--- src/rtl/bnn_layer_sequencer.sv ---
// Runs one inference at a time through a chain of BNN layer engines: each layer is
// held in clear until its predecessor is done, and the last layer's result is captured.
module bnn_layer_sequencer #(
    parameter int NUM_LAYERS = 2,
    parameter int IN_WIDTH   = 512,
    parameter int OUT_WIDTH  = 64,
    parameter int TIMEOUT    = 4096,
    parameter int CNT_WIDTH  = 16
) (
    input  logic                  clk,
    input  logic                  reset,
    input  logic                  in_valid,
    output logic                  in_ready,
    input  logic [IN_WIDTH-1:0]   in_data,
    output logic [IN_WIDTH-1:0]   in_buf,
    output logic [NUM_LAYERS-1:0] layer_clr,
    input  logic [NUM_LAYERS-1:0] layer_done,
    input  logic [OUT_WIDTH-1:0]  final_out,
    output logic                  out_valid,
    input  logic                  out_ready,
    output logic [OUT_WIDTH-1:0]  out_data,
    output logic                  busy,
    output logic                  err_timeout,
    output logic [CNT_WIDTH-1:0]  cycles_last
);
    localparam int IDX_W = (NUM_LAYERS > 1) ? $clog2(NUM_LAYERS) : 1;
    localparam int TMR_W = $clog2(TIMEOUT);
    localparam logic [IDX_W-1:0] LAST_IDX = IDX_W'(NUM_LAYERS - 1);
    localparam logic [TMR_W-1:0] TMR_MAX  = TMR_W'(TIMEOUT - 1);

    typedef enum logic [1:0] {IDLE, RUN, OUT} state_t;

    state_t                state, state_n;
    logic [IDX_W-1:0]      idx, idx_n;
    logic [TMR_W-1:0]      timer, timer_n;
    logic [CNT_WIDTH-1:0]  lat, lat_n, lat_inc;
    logic [IN_WIDTH-1:0]   in_buf_n;
    logic [OUT_WIDTH-1:0]  out_data_n;
    logic                  out_valid_n, err_n;
    logic [CNT_WIDTH-1:0]  cycles_n;
    logic [NUM_LAYERS-1:0] clr_n;

    assign lat_inc = (lat == '1) ? lat : lat + 1'b1;

    always_ff @(posedge clk or posedge reset) begin
        if (reset) begin
            state       <= IDLE;
            idx         <= '0;
            timer       <= '0;
            lat         <= '0;
            in_buf      <= '0;
            out_data    <= '0;
            out_valid   <= 1'b0;
            err_timeout <= 1'b0;
            cycles_last <= '0;
            layer_clr   <= '1;
            in_ready    <= 1'b1;
            busy        <= 1'b0;
        end else begin
            state       <= state_n;
            idx         <= idx_n;
            timer       <= timer_n;
            lat         <= lat_n;
            in_buf      <= in_buf_n;
            out_data    <= out_data_n;
            out_valid   <= out_valid_n;
            err_timeout <= err_n;
            cycles_last <= cycles_n;
            layer_clr   <= clr_n;
            // Handshake flags are registered from the next state so they align with it.
            in_ready    <= (state_n == IDLE);
            busy        <= (state_n != IDLE);
        end
    end

    always_comb begin
        state_n     = state;
        idx_n       = idx;
        timer_n     = timer;
        lat_n       = lat;
        in_buf_n    = in_buf;
        out_data_n  = out_data;
        out_valid_n = out_valid;
        err_n       = err_timeout;
        cycles_n    = cycles_last;
        clr_n       = layer_clr;
        case (state)
            IDLE: begin
                clr_n = '1;
                if (in_valid) begin
                    in_buf_n = in_data;
                    idx_n    = '0;
                    clr_n[0] = 1'b0;
                    err_n    = 1'b0;
                    timer_n  = '0;
                    lat_n    = '0;
                    state_n  = RUN;
                end
            end
            RUN: begin
                timer_n = timer + 1'b1;
                lat_n   = lat_inc;
                // A done in the timeout cycle still completes the layer.
                if (layer_done[idx]) begin
                    if (idx != LAST_IDX) begin
                        idx_n        = idx + 1'b1;
                        clr_n[idx_n] = 1'b0;
                        timer_n      = '0;
                    end else begin
                        out_data_n  = final_out;
                        out_valid_n = 1'b1;
                        cycles_n    = lat_inc;
                        state_n     = OUT;
                    end
                end else if (timer == TMR_MAX) begin
                    err_n   = 1'b1;
                    clr_n   = '1;
                    state_n = IDLE;
                end
            end
            OUT: begin
                if (out_ready) begin
                    out_valid_n = 1'b0;
                    clr_n       = '1;
                    state_n     = IDLE;
                end
            end
            default: state_n = IDLE;
        endcase
    end
endmodule

--- config.mk ---
export PLATFORM = sky130hd
export DESIGN_NAME = bnn_layer_sequencer
export DESIGN_NICKNAME = d
export VERILOG_FILES = /design/src/rtl/bnn_layer_sequencer.sv
export SDC_FILE = /design/constraint.sdc
export NUM_CORES = 1
export LEC_CHECK = 0
export CAP_MARGIN = 10
export CELL_PAD_IN_SITES_DETAIL_PLACEMENT = 0
export CELL_PAD_IN_SITES_GLOBAL_PLACEMENT = 1
export CORE_AREA = 2 2 456 458
export CTS_CLUSTER_SIZE = 40
export DETAILED_ROUTE_END_ITERATION = 8
export DIE_AREA = 0 0 458 460
export PLACE_DENSITY = 0.44
export SLEW_MARGIN = 20
export SYNTH_ARGS = -nofsm -noshare
export SYNTH_HDL_FRONTEND = slang
export SYNTH_SLANG_ARGS = --single-unit
--- constraint.sdc ---
create_clock -name clk -period 27.1 [get_ports clk]
set_input_delay 5.42 -clock clk [delete_from_list [all_inputs] [get_ports clk]]
set_output_delay 5.42 -clock clk [all_outputs]
set_load 0.005 [all_outputs]
==> reports/qor.txt, run 1 <==
Num CTS Buffers -> 89
Setup bufs post-CTS -> 0
Syn Nets -> 3362
Synth top area share -> 0.641
Crit-path max FO -> 90
# hold bufs at CTS -> 0
Synth cell count leaders -> nand2_1, dfrtp_1, clkbuf_1
CP Data Arrival Time -> 9.41 ns
I/O pin cnt -> 1180
Mux contribution to synthesized area -> 0.000819
Drt total wl -> 148000 µm
Highest clock rate -> 0.114 GHz
Fraction of layout cells with a size suffix above 1 -> 0.0446
CP Launch Type -> input port
Iteration-0 DRC Markers -> 1310
First drt pass iteration count -> 6
Global-route wire length before repair -> 202000 µm
Simple-Gate Fraction of Synth Area -> 0.295
H-tree depth -> 3
Worst-Margin Slew -> 1.04 ns
Setup violators final -> 0
Non-filler cells in the finished layout -> 6717
Cells on worst reg2reg path -> 8
Vias in the first global route -> 24200
Relative slew slack -> 0.307
Critical Path RT -> 27.72 ns
Die Y -> 460 µm
Top cells by area, synth -> dfrtp_1, nand2_1, clkbuf_1, o21ai_0, nand3_1
Largest net degree at the start of global routing -> 179
Worst path max stage delay -> 0.92 ns
Vias -> 23200
Vias/cell -> 3.45
Core area -> 206000 µm²
Post-Syn Area -> 24400 µm²
Clk root buf -> clkbuf_16
Final count of pins violating max slew -> 0
Beginning of the critical path -> in_valid
Largest area contributor in the netlist -> dfrtp_1
Hold path start -> out_data[45]
Total gr overflow -> 0
CTS clk-pin slew, worst paths -> 0.05 ns
Synth Flop Type -> dfrtp_1
Clock Sinks -> 629
Routed Antenna Nets -> 0
Status -> finished clean
Synth warn -> 0
Number of flops mapped to enable cells by yosys -> 0
Syn Inst Count -> 2774
Share of flip-flops with an asynchronous set or reset -> 1.00
Total Routing Usage GR -> 0.136
Placed wire-length estimate -> 114000 µm
Layout area overhead -> 73.1%
Cell repeated most along the worst path -> buf_4
Final min period -> 8.80 ns
Final TNS setup -> 0 ns
Critical Path Sink Type -> flip-flop
Max IR drop VDD -> 0.0000493 V
Synthesized area per cell -> 8.81 µm²
CTS tree -> done
Leak pwr -> 19.4 nW
Die ar. -> 211000 µm²
Top-count cell post-synth -> nand2_1
Post-CTS sizing -> 0
MaxCap Viol Count -> 0
HP Class -> reg2reg
Largest family of logic cells by synthesized area -> simple AND/OR/NAND/NOR gates
Post-Synth Adder-Cell Area -> 0.00307
Starting density of the core -> 0.119
Synth Area in Compound Gates -> 0.0309
#FFs+latches synth -> 629
Period utilisation layout -> 0.325
Slowest CP cell -> buf_4
Xor/xnor share of the synthesized area -> 0
Input/output buffers -> 1179
Routability cong. -> 0.806
Hold path cells -> 2
Nets@finish -> 4505
Sequential area share after synthesis -> 0.644
DRC -> 0
Clk buf depth -> 3
Type of the worst setup path -> in2reg
CP cell instances -> clkdlybuf4s50_1, nand2_4, buf_4, buf_4, buf_4, nand2_1, nand2_1
Initial antenna violation count -> 107
DIE WIDTH -> 458 µm
WL/cell -> 22.0 µm
Std-Cell Rows -> 167
Latest clock arrival within the worst-skew pair -> 0.73 ns
FF-to-FF Start -> state[0]
RSZ-0062 raised after global routing -> no
Final Skew -> 0.0528 ns
PD cells -> 117 nW/µm²
Placed cells -> 6530
Final Hold Fails -> 0
Post-synth cell types -> 54
worst max-delay path: cells and delay by family:
family | cells | cell delay [ns]
buffers and inverters | 4 | 3.04
and+or+nand+nor | 3 | 0.71
sequential cells by signal, summed over array words and instances, names as in the netlist:
name,flops
state,2
layer_clr,2
timer,12
in_buf,512
out_data,64
idx,1
cycles_last,16
err_timeout,1
lat,16
busy,1
in_ready,1
out_valid,1
cells by family after synthesis:
kind of cell	count (synthesis)
adders and majority gates	6
DFF	629
buffers and inverters	159
AOI/OAI and AO/OA	114
muxes	2
and+or+nand+nor	1864
area by class of cell:
type | instances | area, µm²
diodes | 23 | 57.6
fillers | 22900 | 164000
clock buffers | 138 | 2630
flip-flops and latches | 629 | 15700
inverters | 9 | 41.3
clock inverters | 26 | 357
multi-input cells | 1986 | 8090
repair buffers | 1202 | 12000
well taps | 2704 | 3380
layout by cell type, fill, tap and decap left out, types with 7 or more instances in the layout:
| cell type | netlist | layout |
|---|---|---|
| clkbuf_1 | 131 | 28 |
| o21ai_0 | 30 | 29 |
| a31oi_1 | 13 | 13 |
| and3_1 | 8 | 7 |
| diode_2 | 0 | 23 |
| buf_4 | 2 | 20 |
| clkbuf_16 | 0 | 90 |
| a21oi_1 | 17 | 17 |
| clkdlybuf4s50_1 | 0 | 1179 |
| nor2_1 | 20 | 19 |
| o31ai_1 | 8 | 8 |
| inv_1 | 9 | 8 |
| o211ai_1 | 7 | 7 |
| nand2_1 | 1761 | 1760 |
| clkbuf_8 | 0 | 20 |
| clkinv_2 | 0 | 10 |
| dfrtp_1 | 626 | 626 |
| nor3_1 | 12 | 12 |
| nand3_1 | 22 | 21 |
power breakdown:
part           switching [mW]  internal, mW  total (mW)
sequential              0.280          1.38        1.66
combinational            1.05          1.02        2.06
clock                   0.509         0.703        1.21
total                    1.83          3.10        4.93
through the flow:
| step | hold slack, ns | utilization | total power [mW] | setup slack, ns | instance area (µm²) |
|---|---|---|---|---|---|
| final | 0.468 | 0.205 | 4.93 | 18.30 | 42300 |
| after detailed placement | 0.461 | 0.191 | 3.80 | 17.34 | 39300 |
| after CTS | 0.475 | 0.205 | 5.08 | 18.19 | 42200 |
| after floorplan | 0.452 | - | 2.30 | 4.07 | 24400 |
| after global routing | 0.484 | 0.205 | 5.31 | 17.80 | 42300 |
| after global placement | 0.456 | 0.191 | 3.81 | 17.34 | 39300 |
routing by layer:
layer	vias to the layer above	GRT usage	wire length [µm]	share of wire
li1	10900	-	-	-
met2	961	0.211	66500	0.45
met1	11000	0.153	57000	0.39
met5	-	0	527	0.0036
met4	82	0.0469	3950	0.027
met3	264	0.0822	19600	0.13
worst paths after layout:
| kind | slack, ns | to |
|---|---|---|
| max in group asynchronous | 18.38 | in_buf[174] |
| worst min-delay path | 0.47 | out_data[45] |
| min in group asynchronous | 5.17 | out_data[49] |
| worst max register to register | 22.70 | in_buf[435] |
| worst max-delay path | 18.30 | in_buf[435] |
| worst min register to register | 0.47 | out_data[45] |
Note: power is estimated with default switching activity, not from simulation.
==> inputs of run 2 (changes only) <==
==> constraint.sdc (replaced) <==
create_clock -name clk -period 8.38 [get_ports clk]
set_input_delay 1.676 -clock clk [delete_from_list [all_inputs] [get_ports clk]]
set_output_delay 1.676 -clock clk [all_outputs]
set_load 0.005 [all_outputs]
==> reports/qor.txt, run 2 (synthesis results as in run 1) <==
CTS tree -> done
Largest net degree at the start of global routing -> 151
DRC -> 0
HP Class -> reg2reg
Placed cell area -> 39400 µm²
H-tree depth -> 3
Critical Path Sink Type -> flip-flop
Total gr overflow -> 0
Critical path's top delay family -> buffers and inverters
CTS clk-pin slew, worst paths -> 0.06 ns
Max IR drop VDD -> 0.000175 V
Vias/cell -> 3.43
Routability cong. -> 0.807
CP Launch Type -> input port
Die Y -> 460 µm
Layout area overhead -> 72.7%
Clk root buf -> clkbuf_16
Iteration-0 DRC Markers -> 1214
Period utilisation layout -> 0.468
MaxCap Viol Count -> 0
Cells on worst reg2reg path -> 7
Relative slew slack -> 0.206
Core area -> 206000 µm²
Final TNS setup -> 0 ns
CP Data Arrival Time -> 4.58 ns
Placed cells -> 6532
Cell depth of the worst setup path -> 6
Cell repeated most along the worst path -> nand2_1
PD cells -> 373 nW/µm²
Leak pwr -> 19.4 nW
Met1 GRT Util -> 0.146
Vias in the first global route -> 23800
Global-route wire length before repair -> 195000 µm
Routed Antenna Nets -> 0
Grt met2 use -> 0.208
Final Hold Fails -> 0
Vias -> 23000
RSZ-0062 raised after global routing -> no
Die ar. -> 211000 µm²
FF-to-FF Start -> state[1]
DIE WIDTH -> 458 µm
Input/output buffers -> 1179
Worst path max stage delay -> 0.74 ns
Highest clock rate -> 0.255 GHz
Commonest non-fill, non-tap cell in the layout -> nand2_1
Largest regs -> in_buf (512), out_data (64)
Setup violators final -> 0
Setup WS pre-CTS -> 3.68 ns
First drt pass iteration count -> 5
Num CTS Buffers -> 88
Setup bufs post-CTS -> 0
WL/cell -> 21.1 µm
Buf/Inv on CP -> 3
Crit-path max FO -> 100
Hold path cells -> 2
Most frequent cells in the layout -> nand2_1, clkdlybuf4s50_1, dfrtp_1, clkbuf_16, o21ai_0
Drt total wl -> 141000 µm
Hold path start -> in_buf[289]
Reg2Reg Capture Point -> in_buf[185]
Worst setup margin -> 4.45 ns
Nets@finish -> 4506
CP cell instances -> clkdlybuf4s50_1, and2_4, buf_12, buf_4, nand2_1, nand2_1
Clk buf depth -> 3
Critical Path RT -> 9.04 ns
Latest clock arrival within the worst-skew pair -> 0.71 ns
M3 GR Usage -> 0.0708
Non-filler cells in the finished layout -> 6700
Max reg flops -> 512
Total Routing Usage GR -> 0.130
Util after Layout -> 0.205
Type of the worst setup path -> in2reg
Starting density of the core -> 0.119
Hold_ws -> 0.468 ns
Placed wire-length estimate -> 108000 µm
Biggest register -> in_buf
Design area -> 42200 µm²
# hold bufs at CTS -> 0
Post-CTS sizing -> 0
Std-Cell Rows -> 167
Status -> finished clean
Final min period -> 3.93 ns
Initial antenna violation count -> 60
Fraction of layout cells with a size suffix above 1 -> 0.0418
Hold endpoint -> in_buf[289]
Clock Sinks -> 629
Global route hottest layer -> met2
Power, Total -> 15.7 mW
I/O pin cnt -> 1180
R2r setup slk -> 5.06 ns
Final count of pins violating max slew -> 0
Slowest CP cell -> and2_4
Final Skew -> 0.0466 ns
Worst-Margin Slew -> 1.19 ns
## run 2: per-layer routing
metal,up-vias,part of all wire
met3,207,0.13
met2,896,0.46
li1,10900,-
met4,44,0.027
met1,10900,0.38
met5,-,0.0020
## run 2: worst register-to-register path: cells and delay by family, from the launching register on
family	cells	cell delay [ns]
fa+ha+maj	1	0.43
flops	1	0.41
simple gates	3	1.02
buf+inv	3	1.41
## run 2: final cells by class
cell class	count	area (µm²)
clock inverters	13	190
well taps	2704	3380
inverters	9	37.5
diodes	21	52.6
multi-input cells	1986	8090
fillers	22900	164000
clock buffers	134	2600
repair buffers	1204	12100
flip-flops and latches	629	15700
## run 2: worst max path at each step
stage / from / end / slack [ns]
final: in_valid / in_buf[185] / 4.45
after global routing: in_valid / in_buf[180] / 4.29
after CTS: in_valid / in_buf[185] / 4.52
after detailed placement: in_valid / in_buf[167] / 3.68
after global placement: in_valid / in_buf[190] / 3.70
after floorplan: reset / busy / -1.88
## run 2: power by group
| part | leakage [nW] | internal (mW) | switching [mW] |
|---|---|---|---|
| Clock | 1.35 | 2.16 | 1.54 |
| Sequential | 7.83 | 4.46 | 0.868 |
| Combinational | 10.2 | 3.33 | 3.38 |
| Total | 19.4 | 9.94 | 5.79 |
==> inputs of run 3 (changes only) <==
==> constraint.sdc (replaced) <==
create_clock -name clk -period 4 [get_ports clk]
set_input_delay 0.8 -clock clk [delete_from_list [all_inputs] [get_ports clk]]
set_output_delay 0.8 -clock clk [all_outputs]
set_load 0.005 [all_outputs]
==> reports/qor.txt, run 3 (synthesis results as in run 1) <==
DIE WIDTH -> 458 µm
HP Class -> reg2reg
Final Skew -> 0.0212 ns
Final count of pins violating max slew -> 0
Setup WS pre-CTS -> 1.03 ns
Biggest register -> in_buf
Worst-Margin Slew -> 1.08 ns
Iteration-0 DRC Markers -> 1135
Num CTS Buffers -> 86
Nets@finish -> 4538
CTS clk-pin slew, worst paths -> 0.05 ns
Sequential share of power -> 0.335
Setup bufs post-CTS -> 0
CTS tree -> done
Max reg flops -> 512
Sw Ratio -> 0.368
Post-CTS sizing -> 0
WL/cell -> 21.3 µm
Buf/Inv on CP -> 1
Vias/cell -> 3.43
Switching Power -> 12.2 mW
First drt pass iteration count -> 5
Worst setup margin -> 1.26 ns
Die Y -> 460 µm
CP cell instances -> clkdlybuf4s50_1
MaxCap Viol Count -> 0
Worst path max stage delay -> 0.89 ns
Placed wire-length estimate -> 111000 µm
Pint -> 21.0 mW
Status -> finished clean
Fraction of layout cells with a size suffix above 1 -> 0.0525
Total Routing Usage GR -> 0.131
Gate power share -> 0.430
Clock group share of total power -> 0.235
Vias -> 23100
Core area -> 206000 µm²
Largest net degree at the start of global routing -> 127
Leak pwr -> 19.6 nW
Largest regs -> in_buf (512), out_data (64)
I/O pin cnt -> 1180
Setup violators final -> 0
Routed Antenna Nets -> 0
Clk root buf -> clkbuf_16
Total gr overflow -> 0
CP Launch Type -> flip-flop
Critical path's top delay family -> buffers and inverters
Critical Path Sink Type -> primary output
Placed cells -> 6566
Clock Sinks -> 629
PD cells -> 781 nW/µm²
Drt total wl -> 143000 µm
Commonest non-fill, non-tap cell in the layout -> nand2_1
Layout area overhead -> 74.1%
RSZ-0062 raised after global routing -> no
# hold bufs at CTS -> 0
Clk buf depth -> 3
Fill cells -> 22900
H-tree depth -> 3
Starting density of the core -> 0.119
DRC -> 0
CP Data Arrival Time -> 1.94 ns
Final min period -> 2.74 ns
Design area -> 42600 µm²
Initial antenna violation count -> 64
Crit-path max FO -> 2
Highest clock rate -> 0.365 GHz
Input/output buffers -> 1179
Max IR drop VDD -> 0.000349 V
Placed cell area -> 39700 µm²
Global-route wire length before repair -> 196000 µm
Final Hold Fails -> 0
Period utilisation layout -> 0.685
Non-filler cells in the finished layout -> 6738
Register area -> 15700 µm²
Routability cong. -> 0.821
Latest clock arrival within the worst-skew pair -> 0.73 ns
Relative slew slack -> 0.277
Vias in the first global route -> 23900
Critical Path RT -> 3.20 ns
Type of the worst setup path -> reg2out
Slowest CP cell -> clkdlybuf4s50_1
Die ar. -> 211000 µm²
Area of the multi-input gates -> 8080 µm²
Std-Cell Rows -> 167
Most frequent cells in the layout -> nand2_1, clkdlybuf4s50_1, dfrtp_1, clkbuf_16, buf_4
run 3: worst register-to-register path: cells and delay by family (launching register included):
family / cells / cell delay, ns
compound gates: 1 / 0.30
fa+ha+maj: 1 / 0.52
buf+inv: 2 / 0.29
flops: 1 / 0.42
mux: 1 / 0.19
simple gates: 1 / 0.76
run 3: path summary, 6_finish.rpt:
kind / start / to / slack, ns / cells after the start
max: in_buf[91] / in_buf[91] / 1.26 / 1
min: out_data[6] / out_data[6] / 0.47 / 2
max reg2reg: state[1] / lat[0] / 1.43 / 6
min reg2reg: out_data[6] / out_data[6] / 0.47 / 2
max in group asynchronous: reset / in_buf[260] / 2.37 / 4
min in group asynchronous: reset / in_buf[438] / 0.81 / 3
run 3: area by class of cell:
type,instances,area share
inverters,9,0.000882
well taps,2704,0.0795
flip-flops and latches,629,0.370
clock inverters,27,0.00650
diodes,18,0.00106
repair buffers,1238,0.293
clock buffers,127,0.0592
multi-input cells,1986,0.190
run 3: metal layers:
metal | vias to the layer above | wire length [µm] | GRT usage
met5 | - | 251 | 0
met4 | 38 | 5450 | 0.0555
met3 | 220 | 16800 | 0.0702
met2 | 941 | 65100 | 0.207
met1 | 10900 | 55700 | 0.147
li1 | 11000 | - | -
run 3: stage by stage:
step | setup TNS [ns] | util | total power [mW] | hold WS, ns
2_1_floorplan | -3380.79 | - | 15.6 | 0.452
6_report | 0 | 0.207 | 33.2 | 0.470
3_3_place_gp | 0 | 0.193 | 26.0 | 0.456
4_1_cts | 0 | 0.206 | 34.2 | 0.475
3_5_place_dp | 0 | 0.193 | 26.0 | 0.461
5_1_grt | 0 | 0.206 | 35.7 | 0.486
run 3: power by group through the flow:
stage | clock [mW] | sequential (mW) | combinational [mW]
3_5_place_dp | 0 | 11.2 | 14.8
4_1_cts | 8.21 | 11.2 | 14.8
3_3_place_gp | 0 | 11.2 | 14.8
6_report | 7.82 | 11.1 | 14.3
5_1_grt | 8.43 | 11.5 | 15.8
2_1_floorplan | 0 | 11.2 | 4.43
